**src/rtl/game_pkg.sv**
```systemverilog
// rtl/game_pkg.sv - shared types and constants for the dodge game controller
// Purpose: game state encoding, start keycode and BCD digit limit.
// Ports:   none (package).
package game_pkg;

  typedef enum logic [1:0] {
    IDLE = 2'd0,
    RUN  = 2'd1,
    OVER = 2'd2
  } state_t;

  localparam logic [7:0] KEY_SPACE = 8'h2C;
  localparam logic [3:0] BCD_MAX   = 4'd9;

endpackage

```
**src/rtl/bcd_digit.sv**
```systemverilog
// rtl/bcd_digit.sv - one decade of the BCD score counter
// Purpose: 4-bit BCD counter that wraps 9->0 and ripples a carry to the next decade.
// Ports:   MAX10_CLK1_50 clock, Reset_h async active-high reset,
//          inc_in increment request, clr synchronous clear, sat blocks any change,
//          digit current value, carry_out = increment request while at 9.
module bcd_digit
  import game_pkg::*;
(
  input  logic       MAX10_CLK1_50,
  input  logic       Reset_h,
  input  logic       inc_in,
  input  logic       clr,
  input  logic       sat,
  output logic [3:0] digit,
  output logic       carry_out
);

  // Carry depends only on the request and the stored value, never on sat,
  // so the top can derive sat from the end of the chain without a loop.
  assign carry_out = inc_in && (digit == BCD_MAX);

  always_ff @(posedge MAX10_CLK1_50 or posedge Reset_h) begin
    if (Reset_h) begin
      digit <= 4'd0;
    end else if (clr) begin
      digit <= 4'd0;
    end else if (inc_in && !sat) begin
      digit <= (digit == BCD_MAX) ? 4'd0 : digit + 4'd1;
    end
  end

endmodule

```
**src/rtl/survival_timer.sv**
```systemverilog
// rtl/survival_timer.sv - game-state controller and score keeper for the dodge game
// Purpose: runs the IDLE/RUN/OVER game FSM, counts survival time as a six-digit BCD
//          score, keeps the session high score and gates ball motion via run.
// Ports:   MAX10_CLK1_50 50 MHz clock, Reset_h async active-high reset,
//          collide level from ball (other clock domain), keycode USB keycode,
//          run high in RUN, game_state FSM state, hex_digits six BCD nibbles
//          (units in [3:0]), new_record score beat the previous high score,
//          led elapsed ticks mod 1024.
module survival_timer
  import game_pkg::*;
#(
  parameter int         TICK_DIV  = 50_000_000,
  parameter logic [7:0] START_KEY = KEY_SPACE,
  parameter int         SYNC_STG  = 2
) (
  input  logic        MAX10_CLK1_50,
  input  logic        Reset_h,
  input  logic        collide,
  input  logic [7:0]  keycode,
  output logic        run,
  output logic [1:0]  game_state,
  output logic [23:0] hex_digits,
  output logic        new_record,
  output logic [9:0]  led
);

  localparam int            PW         = (TICK_DIV > 1) ? $clog2(TICK_DIV) : 1;
  localparam logic [PW-1:0] PRESC_LAST = PW'(TICK_DIV - 1);

  state_t              state;
  logic [SYNC_STG-1:0] sync_q;
  logic                col_s;
  logic [7:0]          key_prev;
  logic                start;
  logic [PW-1:0]       presc;
  logic                tick;
  logic                entry;
  logic                score_inc;
  logic [23:0]         score;
  logic [23:0]         hi;
  logic [6:0]          carry;

  assign game_state = state;

  always_ff @(posedge MAX10_CLK1_50 or posedge Reset_h) begin
    if (Reset_h) begin
      sync_q <= '0;
    end else begin
      sync_q <= {sync_q[SYNC_STG-2:0], collide};
    end
  end
  assign col_s = sync_q[SYNC_STG-1];

  // A held key yields a single pulse: only the transition onto START_KEY counts.
  assign start = (keycode == START_KEY) && (key_prev != START_KEY);

  assign tick      = (state == RUN) && (presc == PRESC_LAST);
  // A collision in the tick cycle wins, so the score never advances then.
  assign score_inc = tick && !col_s;
  assign entry     = (state != RUN) && start && !col_s;

  // carry[6] is high only when every decade is 9 and an increment is requested,
  // which is exactly the saturation point at 999999.
  assign carry[0] = score_inc;
  for (genvar i = 0; i < 6; i++) begin : g_digit
    bcd_digit u_digit (
      .MAX10_CLK1_50 (MAX10_CLK1_50),
      .Reset_h       (Reset_h),
      .inc_in        (carry[i]),
      .clr           (entry),
      .sat           (carry[6]),
      .digit         (score[4*i +: 4]),
      .carry_out     (carry[i+1])
    );
  end

  always_ff @(posedge MAX10_CLK1_50 or posedge Reset_h) begin
    if (Reset_h) begin
      state      <= IDLE;
      run        <= 1'b0;
      presc      <= '0;
      hi         <= '0;
      new_record <= 1'b0;
      led        <= '0;
      key_prev   <= '0;
      hex_digits <= '0;
    end else begin
      key_prev   <= keycode;
      hex_digits <= (state == IDLE) ? hi : score;
      case (state)
        IDLE, OVER: begin
          presc <= '0;
          if (entry) begin
            state      <= RUN;
            run        <= 1'b1;
            led        <= '0;
            new_record <= 1'b0;
          end
        end
        RUN: begin
          presc <= tick ? '0 : presc + 1'b1;
          if (col_s) begin
            state <= OVER;
            run   <= 1'b0;
            // BCD digits compare in numeric order, so a plain magnitude test works.
            if (score > hi) begin
              hi         <= score;
              new_record <= 1'b1;
            end
          end else if (tick) begin
            led <= led + 1'b1;
          end
        end
        default: begin
          state <= IDLE;
          run   <= 1'b0;
          presc <= '0;
        end
      endcase
    end
  end

endmodule

```
**config.mk**
```make
export PLATFORM = sky130hd
export DESIGN_NAME = survival_timer
export DESIGN_NICKNAME = d
export VERILOG_FILES = /design/src/rtl/game_pkg.sv /design/src/rtl/bcd_digit.sv /design/src/rtl/survival_timer.sv
export SDC_FILE = /design/constraint.sdc
export NUM_CORES = 1
export LEC_CHECK = 0
export ABC_CLOCK_PERIOD_IN_PS = 10300
export CAP_MARGIN = 30
export CORE_MARGIN = 2
export CORE_UTILIZATION = 64
export DETAILED_ROUTE_END_ITERATION = 7
export PLACE_DENSITY = 0.92
export SYNTH_ARGS = -nofsm -noshare
export SYNTH_HDL_FRONTEND = slang
export SYNTH_SLANG_ARGS = --single-unit
```
**constraint.sdc**
```tcl
create_clock -name MAX10_CLK1_50 -period 10.3 [get_ports MAX10_CLK1_50]
set_clock_uncertainty 0.05 [all_clocks]
set_input_delay 1.545 -clock MAX10_CLK1_50 [delete_from_list [all_inputs] [get_ports MAX10_CLK1_50]]
set_output_delay 1.545 -clock MAX10_CLK1_50 [all_outputs]
set_load 0.005 [all_outputs]
```
## Word-level counts from Yosys, hierarchy flattened

Index checks and enable logic that the tools add are counted.

- Bits in registers: 122
- Bits of input ports: 11
- Word-level logic and storage cells: 108

- $add $sub $neg: 8
- Order comparisons: 1
- Equality and inequality tests: 17
- Mux-type cells: 35
- Reduce and logical (&&, ||, !) cells: 32

Operators by type and width:

| kind | count |
|---|---|
| $mux W4 | 18 |
| $mux W26 | 2 |
| $mux W10 | 3 |
| $add A26 B1 Y26 const B | 1 |
| $eq A26 B26 Y1 const B | 1 |
| $add A4 B1 Y4 const B | 6 |
| $eq A4 B4 Y1 const B | 6 |
| $gt A24 B24 Y1 | 1 |
| $mux W24 | 1 |
| $pmux W10 S2 | 1 |
| $logic_and A1 B1 Y1 | 17 |
| $reduce_bool A2 Y1 | 7 |
| $add A10 B1 Y10 const B | 1 |
| $eq A8 B6 Y1 const B | 1 |
| $ne A2 B2 Y1 const B | 4 |
| $ne A8 B6 Y1 const B | 1 |
| $reduce_and A4 Y1 | 2 |
| $mux W1 | 5 |
| $mux W2 | 2 |
| $ne A2 B1 Y1 const B | 2 |
| $pmux W1 S2 | 2 |
| $pmux W2 S2 | 1 |
| $reduce_and A3 Y1 | 1 |
| $eq A2 B1 Y1 const B | 1 |
| other kinds (5) | 6 |

## Depth between registers and ports, before layout

Gate-level depths: netlist of run 1.

- Depth in word-level cells: 13
- Gate-level depth with buffers: 9
- Mapped depth without buffers: 7

## Cells and area by module

Synthesis of run 1 repeated with hierarchy kept, for this count alone.

- Cells, all modules: 558
- Area total of the unflattened synthesis: 6,216.0 um2

Modules (own cells, without submodules):

| module | times used | cells an instance | area each (um2) |
|---|---|---|---|
| survival_timer | 1 | 396 | 4,699.5 |
| bcd_digit | 6 | 27 | 252.7 |

## Worst setup path before layout of run 1

Ideal clock, no wire load.

- Path kind: input port to flip-flop
- Start: in keycode[7]
- End: reg led[1]
- Setup time: 133 ps
- Arrival: 3,316 ps
- Required time: 10,117 ps
- Setup slack: 6,801 ps
- Stages: 6
- Cell sequence: or4b_2 > a2111oi_0 > nand2_1 > nor2_1 > clkbuf_1 > o31ai_1

- Word-level cells in the longest chain between the ends: 6

Ends and longest elaborated chain:

| item | line | text |
|---|---|---|
| start: declaration | survival_timer.sv:19 | `input logic [7:0] keycode,` |
| $eq A8 B6 Y1 | survival_timer.sv:55 | `assign start = (keycode == START_KEY) && (key_prev != START_KEY);` |
| $logic_and A1 B1 Y1 | survival_timer.sv:55 |  |
| $logic_and A1 B1 Y1 (2 in series) | survival_timer.sv:60 | `assign entry = (state != RUN) && start && !col_s;` |
| $ne A2 B2 Y1 (no source line) | -- |  |
| $reduce_and A4 Y1 (no source line) | -- |  |
| end signal: assignment | survival_timer.sv:111 | `led <= led + 1'b1;` |
| end: declaration | survival_timer.sv:24 | `output logic [9:0] led` |

No other way between the ends.
A chain may end at the register's enable or synchronous reset.

## Final worst setup path of run 1

Same ends and word-level chain as after synthesis.

==> flow_metrics.py, run 1 <==
metrics = {
    "worst_setup_path": {
        "worstPathRequired_ns": 10.65,
        "worstSetupEndpointType": "flop",
        "path_cells": "clkdlybuf4s50_1, or4b_2, a2111oi_0, nand2_1, nor2_1, o31ai_1",
        "arrival_ns": 4.20,
        "crit_path_max_fanout": 11,
        "start_kind": "input pin",
        "crit_type": "input pin to flop",
        "slowest_stage": "or4b_2",
        "slowest_delay_ns": 0.67,
    },
    "place": {
        "place_congestion": 0.908,
        "placed_area_um2": 7140,
        "port_buffers": 48,
        "dp_slack_ns": 6.03,
        "dp.cells": 852,
        "dpl.hpwl_um": 10200,
    },
    "pwr": {
        "p_sw_frac": 0.257,
        "p_leak_nw": 3.09,
        "ir_drop_mv": 0.128,
        "clockPowerShare": 0.441,
        "internal-power_mw": 0.979,
        "switching_power_mw": 0.339,
        "power_frac_seq": 0.415,
        "powerDensity_nw_per_um2": 170,
        "power_frac_comb": 0.144,
    },
    "synthesis": {
        "synth_edf_count": 0,
        "synthFlopType": "dfrtp_1",
        "ys_ff_latch": 122,
        "netlist_area_um2": 6570,
        "async_flop_share": 1.00,
        "syn-instance-count": 698,
        "syn_avg_cell_area_um2": 9.41,
        "synthDistinctLibCells": 47,
        "ys_seq_area_frac": 0.465,
        "syn_nets": 747,
        "yosys_warnings": 0,
    },
    "cts": {
        "cts_setup_buffers": 0,
        "clkSlewWorstSetupHoldPaths_ns": 0.06,
        "htreeDepth": 4,
        "max-clock-path-buffers": 2,
        "clock_sinks": 122,
        "clk_latency_ns": 0.55,
        "hold_buffers": 0,
        "root_buffer": "clkbuf_8",
        "numCtsBuffers": 17,
        "tritoncts": "yes",
        "post_cts_resize_count": 0,
    },
    "run_status": {
        "status": "completed",
    },
    "global_route": {
        "top_usage_layer": "met2",
        "grt_use_met2": 0.498,
        "grt_pass1_vias": 5680,
        "grt_max_degree": 81,
        "grt_pass1_wl_um": 28000,
        "grtUsageTotal": 0.320,
        "antenna_found_initial": 0,
        "grt_overflow": 0,
        "met1_usage": 0.420,
        "grt_use_met3": 0.0952,
    },
    "finish": {
        "nNetsFinal": 788,
        "synthToLayoutAreaGrowth_pct": 17.8,
        "num_antenna_cells": 0,
        "regArea_um2": 3050,
        "multiInputGateArea_um2": 3220,
        "final_area_um2": 7730,
        "num-fill-cells": 601,
        "fin_cells": 884,
        "drive_above_1_share": 0.0826,
    },
    "timing": {
        "clock.fmax_mhz": 260,
        "period_minus_slack_ns": 3.84,
        "tightest_slew_ns": 1.12,
        "setup_viol": 0,
        "slew_headroom": 0.253,
        "fin_tns_setup_ns": 0,
        "setup_ws_ns": 6.46,
        "hold_viol_final": 0,
        "finalMaxSlewViolations": 0,
        "rsz0062_at_grt": "no",
        "fin_crit_sh": 0.373,
    },
    "floorplan": {
        "std_cell_rows": 36,
        "core_um2": 9860,
        "die_x_um": 105,
        "floorplan.initialDensity": 0.666,
        "ios": 49,
        "die_h_um": 105,
        "dieArea_um2": 11100,
    },
    "routing": {
        "viasPerCell": 6.64,
        "dr.first_iter.drc_count": 629,
        "drc": 0,
        "num_vias": 5871,
        "wl_per_cell_um": 18.9,
        "postRouteAntennaNets": 0,
        "wirelength_um": 16700,
        "first_pass_iters": 8,
    },
    "worst_hold_path": {
        "hold_path.class": "flop to flop",
    },
    "flow_run": {
        "maxCapViolCount": 0,
    },
}
==> stage by stage <==
stage	hold slack, ns	utilization	power [mW]
floorplan	0.281	-	0.649
global placement	0.284	0.724	0.725
detailed placement	0.290	0.724	0.735
CTS	0.305	0.781	1.31
global route	0.303	0.784	1.37
finish	0.303	0.784	1.32
==> Yosys cell counts, types with 2 or more instances <==
cell type	count	area, µm²
o311ai_0	5	43.8
a211oi_1	3	22.5
mux2_2	16	180
and4_1	5	43.8
xnor2_1	16	140
ha_1	38	475
a21o_1	2	15.0
and3b_1	6	52.6
a31oi_1	3	18.8
nand4_2	2	25.0
nand2_1	71	267
a21boi_0	2	15.0
nand3_1	23	115
nor2_1	44	165
or3_1	14	87.6
xor2_1	10	87.6
and3_1	7	43.8
nand3b_1	4	30.0
nor2b_1	2	12.5
and2_1	2	12.5
o31ai_1	9	67.6
clkbuf_1	33	124
inv_1	46	173
o211ai_1	18	135
a21oi_1	58	290
dfrtp_1	122	3050
nor4_1	6	37.5
or4_1	14	105
o21ai_0	41	205
nor3_1	12	60.1
nand2b_1	2	12.5
o311ai_1	3	26.3
nand4_1	44	275
or2_2	2	12.5
==> final cells by class <==
class,count,share of cell area
tap,133,0.0215
clock buffer,21,0.0568
inverter,46,0.0226
sequential,122,0.395
timing repair buffer,55,0.0715
clock inverter,10,0.0162
multi-input combinational,497,0.417
==> cells by family after synthesis <==
| family | count (synthesis) | synth area share |
|---|---|---|
| AO/OA/AOI/OAI | 150 | 0.135 |
| XOR/XNOR | 26 | 0.0347 |
| adder cells (fa/ha/maj) | 38 | 0.0724 |
| buffers and inverters | 79 | 0.0452 |
| flip-flops | 122 | 0.465 |
| multiplexers | 17 | 0.0290 |
| AND/OR/NAND/NOR | 266 | 0.218 |
==> power groups by stage <==
stage / Clock (mW) / Combinational, mW / Sequential (mW)
2_1_floorplan: 0 / 0.101 / 0.549
3_3_place_gp: 0 / 0.173 / 0.552
3_5_place_dp: 0 / 0.181 / 0.554
4_1_cts: 0.582 / 0.186 / 0.546
5_1_grt: 0.610 / 0.208 / 0.552
6_report: 0.581 / 0.190 / 0.548
==> worst paths after layout <==
check	startpoint	depth (start not counted)	slack (ns)	end
min in group asynchronous	Reset_h	2	1.34	key_prev[2]$_DFF_PP0_
min reg2reg	sync_q[0]$_DFF_PP0_	0	0.30	sync_q[1]$_DFF_PP0_
max in group asynchronous	Reset_h	4	7.79	hi[5]$_DFFE_PP0P_
min	sync_q[0]$_DFF_PP0_	0	0.30	sync_q[1]$_DFF_PP0_
max reg2reg	g_digit[5].u_digit.digit[2]$_DFFE_PP0P_	6	6.72	hi[0]$_DFFE_PP0P_
max	keycode[7]	6	6.46	led[1]$_DFFE_PP0P_
==> routing by layer <==
layer  vias to the layer above  part of all wire
met5                         -                 0
met2                       370              0.48
met3                        63              0.10
met1                      2828              0.39
li1                       2610                 -
met4                         0             0.030
==> sequential cells by signal (all words and copies together), names as in the netlist <==
signal / flops
hex_digits: 24
g_digit.u_digit.digit: 24
sync_q: 2
led: 10
hi: 24
key_prev: 8
presc: 26
game_state: 2
run: 1
new_record: 1
==> critical path, delay by kind of cell <==
family	cells	cell delay, ns
simple gates	3	1.52
buf+inv	1	0.41
compound gates	2	0.71
==> layout by cell type (no fill, tap or decap), types with 3 or more instances in the layout <==
master	instances
nor2_1	43
nand2_1	71
o311ai_1	3
nor3_1	12
a21oi_1	58
nand3_1	23
and4_1	5
clkinv_2	7
o31ai_1	9
nand4_1	44
and3b_1	6
o21ai_0	41
o211ai_1	18
clkbuf_1	3
nand3b_1	4
a31oi_1	3
o311ai_0	5
or4_1	14
buf_4	6
ha_1	38
xor2_1	10
inv_1	45
clkbuf_16	16
or3_1	14
xnor2_1	16
and3_1	7
dfrtp_1	122
bufinv_16	3
mux2_2	16
nor4_1	6
clkdlybuf4s50_1	48
No activity file was read; power rests on OpenSTA's default activity.
==> run 2: changes to the inputs <==
--- a/config.mk
+++ b/config.mk
@@ -5,12 +5,12 @@
 export SDC_FILE = /design/constraint.sdc
 export NUM_CORES = 1
 export LEC_CHECK = 0
-export ABC_CLOCK_PERIOD_IN_PS = 10300
+export ABC_CLOCK_PERIOD_IN_PS = 3500
 export CAP_MARGIN = 30
 export CORE_MARGIN = 2
-export CORE_UTILIZATION = 64
+export CORE_UTILIZATION = 53
 export DETAILED_ROUTE_END_ITERATION = 7
-export PLACE_DENSITY = 0.92
+export PLACE_DENSITY = 0.82
 export SYNTH_ARGS = -nofsm -noshare
 export SYNTH_HDL_FRONTEND = slang
 export SYNTH_SLANG_ARGS = --single-unit
==> constraint.sdc (replaced) <==
create_clock -name MAX10_CLK1_50 -period 3.5 [get_ports MAX10_CLK1_50]
set_clock_uncertainty 0.05 [all_clocks]
set_input_delay 0.525 -clock MAX10_CLK1_50 [delete_from_list [all_inputs] [get_ports MAX10_CLK1_50]]
set_output_delay 0.525 -clock MAX10_CLK1_50 [all_outputs]
set_load 0.005 [all_outputs]
==> run 2 against run 1 <==
  * Wire length down 1.7%
  * Via count decreased by 1.8%
  * Combinational power grew to 3.0 times the previous value
  * Largest cell class unchanged
==> flow_metrics.py, run 2 (synthesis results as in run 1) <==
metrics = {
    "global_route": {
        "grt_max_degree": 44,
        "grtUsageTotal": 0.263,
        "grt_overflow": 0,
        "antenna_found_initial": 0,
        "grt_pass1_wl_um": 27400,
        "grt_pass1_vias": 5712,
    },
    "pwr": {
        "p_leak_nw": 3.14,
        "ir_drop_mv": 0.276,
        "powerDensity_nw_per_um2": 497,
    },
    "finish": {
        "mostFrequentLayoutCells": "dfrtp_1 (122), nand2_1 (71), a21oi_1 (58)",
        "largest_register": "presc",
        "layout_commonest_cell": "dfrtp_1",
        "synthToLayoutAreaGrowth_pct": 20.5,
        "largest_reg_flops": 26,
        "nNetsFinal": 799,
        "final_area_um2": 7910,
        "num_antenna_cells": 0,
        "drive_above_1_share": 0.0997,
    },
    "routing": {
        "wl_met2_um": 7900,
        "postRouteAntennaNets": 0,
        "top_layer": "met4",
        "wirelength_um": 16500,
        "route.met3.wl_um": 1170,
        "wl_met1_um": 6890,
        "drc": 0,
        "wl_per_cell_um": 17.7,
        "first_pass_iters": 5,
        "dr.first_iter.drc_count": 471,
        "viasPerCell": 6.20,
        "num_vias": 5763,
    },
    "floorplan": {
        "die_x_um": 115,
        "dieArea_um2": 13300,
        "ios": 49,
        "floorplan.initialDensity": 0.544,
        "core_um2": 12100,
        "die_h_um": 115,
        "std_cell_rows": 40,
    },
    "cts": {
        "root_buffer": "clkbuf_16",
        "tritoncts": "yes",
        "numCtsBuffers": 17,
        "clkSlewWorstSetupHoldPaths_ns": 0.06,
        "hold_buffers": 0,
        "post_cts_resize_count": 0,
        "clk_latency_ns": 0.41,
        "cts_setup_buffers": 0,
        "htreeDepth": 4,
        "clock_sinks": 122,
        "max-clock-path-buffers": 2,
    },
    "place": {
        "dp_slack_ns": 0.559,
        "dpl.hpwl_um": 11100,
        "place_congestion": 0.963,
        "placed_area_um2": 7320,
        "port_buffers": 48,
    },
    "worst_hold_path": {
        "min_to": "sync_q[1]$_DFF_PP0_",
        "hold_path.class": "flop to flop",
        "hp-start": "sync_q[0]$_DFF_PP0_",
        "hold-path-cell-count": 0,
    },
    "timing": {
        "clock.fmax_mhz": 334,
        "tightest_slew_ns": 0.872,
        "fin_crit_sh": 0.856,
        "setup_viol": 0,
        "fin_tns_setup_ns": 0,
        "rsz0062_at_grt": "no",
        "finalMaxSlewViolations": 0,
        "period_minus_slack_ns": 3.00,
        "hold_viol_final": 0,
        "slew_headroom": 0.418,
        "setup_ws_ns": 0.504,
    },
    "run_status": {
        "status": "completed",
    },
    "worst_setup_path": {
        "worstSetupEndpointType": "flop",
        "crit_type": "flop to flop",
        "reg2reg_to": "hi[17]$_DFFE_PP0P_",
        "worstPathRequired_ns": 3.72,
        "start_kind": "flop",
        "rr_startpoint": "g_digit[5].u_digit.digit[3]$_DFFE_PP0P_",
        "crit_path_max_fanout": 21,
        "r2r_slack_ns": 0.50,
        "reg2reg_depth": 7,
        "arrival_ns": 3.22,
    },
    "flow_run": {
        "maxCapViolCount": 0,
    },
}
[run 2: where the power goes]
group | switching, mW | leakage [nW] | internal, mW
clock network | 0.643 | 0.276 | 1.10
registers | 0.0921 | 1.45 | 1.52
logic | 0.289 | 1.42 | 0.288
[run 2: stage by stage]
stage                     power (mW)  hold WS, ns  utilization  cells
after floorplan                 1.91        0.281            -    698
after global placement          2.16        0.284        0.606    898
after detailed placement        2.20        0.303        0.607    899
after CTS                       3.94        0.316        0.656    930
after global routing            4.07        0.327        0.656    930
final                           3.93        0.319        0.656    930
[run 2: worst max-delay path by stage]
| stage | end | start | depth (start not counted) |
|---|---|---|---|
| after floorplan | hi[5]$_DFFE_PP0P_ | g_digit[5].u_digit.digit[0]$_DFFE_PP0P_ | 8 |
| after global placement | led[1]$_DFFE_PP0P_ | keycode[7] | 7 |
| after detailed placement | led[1]$_DFFE_PP0P_ | keycode[7] | 7 |
| after CTS | hi[17]$_DFFE_PP0P_ | g_digit[5].u_digit.digit[3]$_DFFE_PP0P_ | 7 |
| after global routing | g_digit[2].u_digit.digit[3]$_DFFE_PP0P_ | presc[0]$_DFF_PP0_ | 6 |
| final | hi[17]$_DFFE_PP0P_ | g_digit[5].u_digit.digit[3]$_DFFE_PP0P_ | 7 |
[run 2: final cells by class]
cell class                      instances  area [µm²]
Timing Repair Buffer                   66         661
Inverter                               46         176
Tap cell                              168         210
Fill cell                             947        4150
Sequential cell                       122        3050
Clock inverter                         11         121
Clock buffer                           20         467
Multi-Input combinational cell        497        3220
[run 2: worst max-delay path: stages, from the launching register on]
cell	delay, ns
dfrtp_1	0.47
ha_1	0.37
nand4_1	0.19
or4_1	0.64
a211o_1	0.30
and4_1	0.24
buf_12	0.18
o311ai_0	0.40
[run 2: per-layer routing]
metal | GRT usage | vias up
met5 | 0 | -
met4 | 0.124 | 0
met3 | 0.0517 | 57
met2 | 0.431 | 286
met1 | 0.337 | 2784
li1 | - | 2636
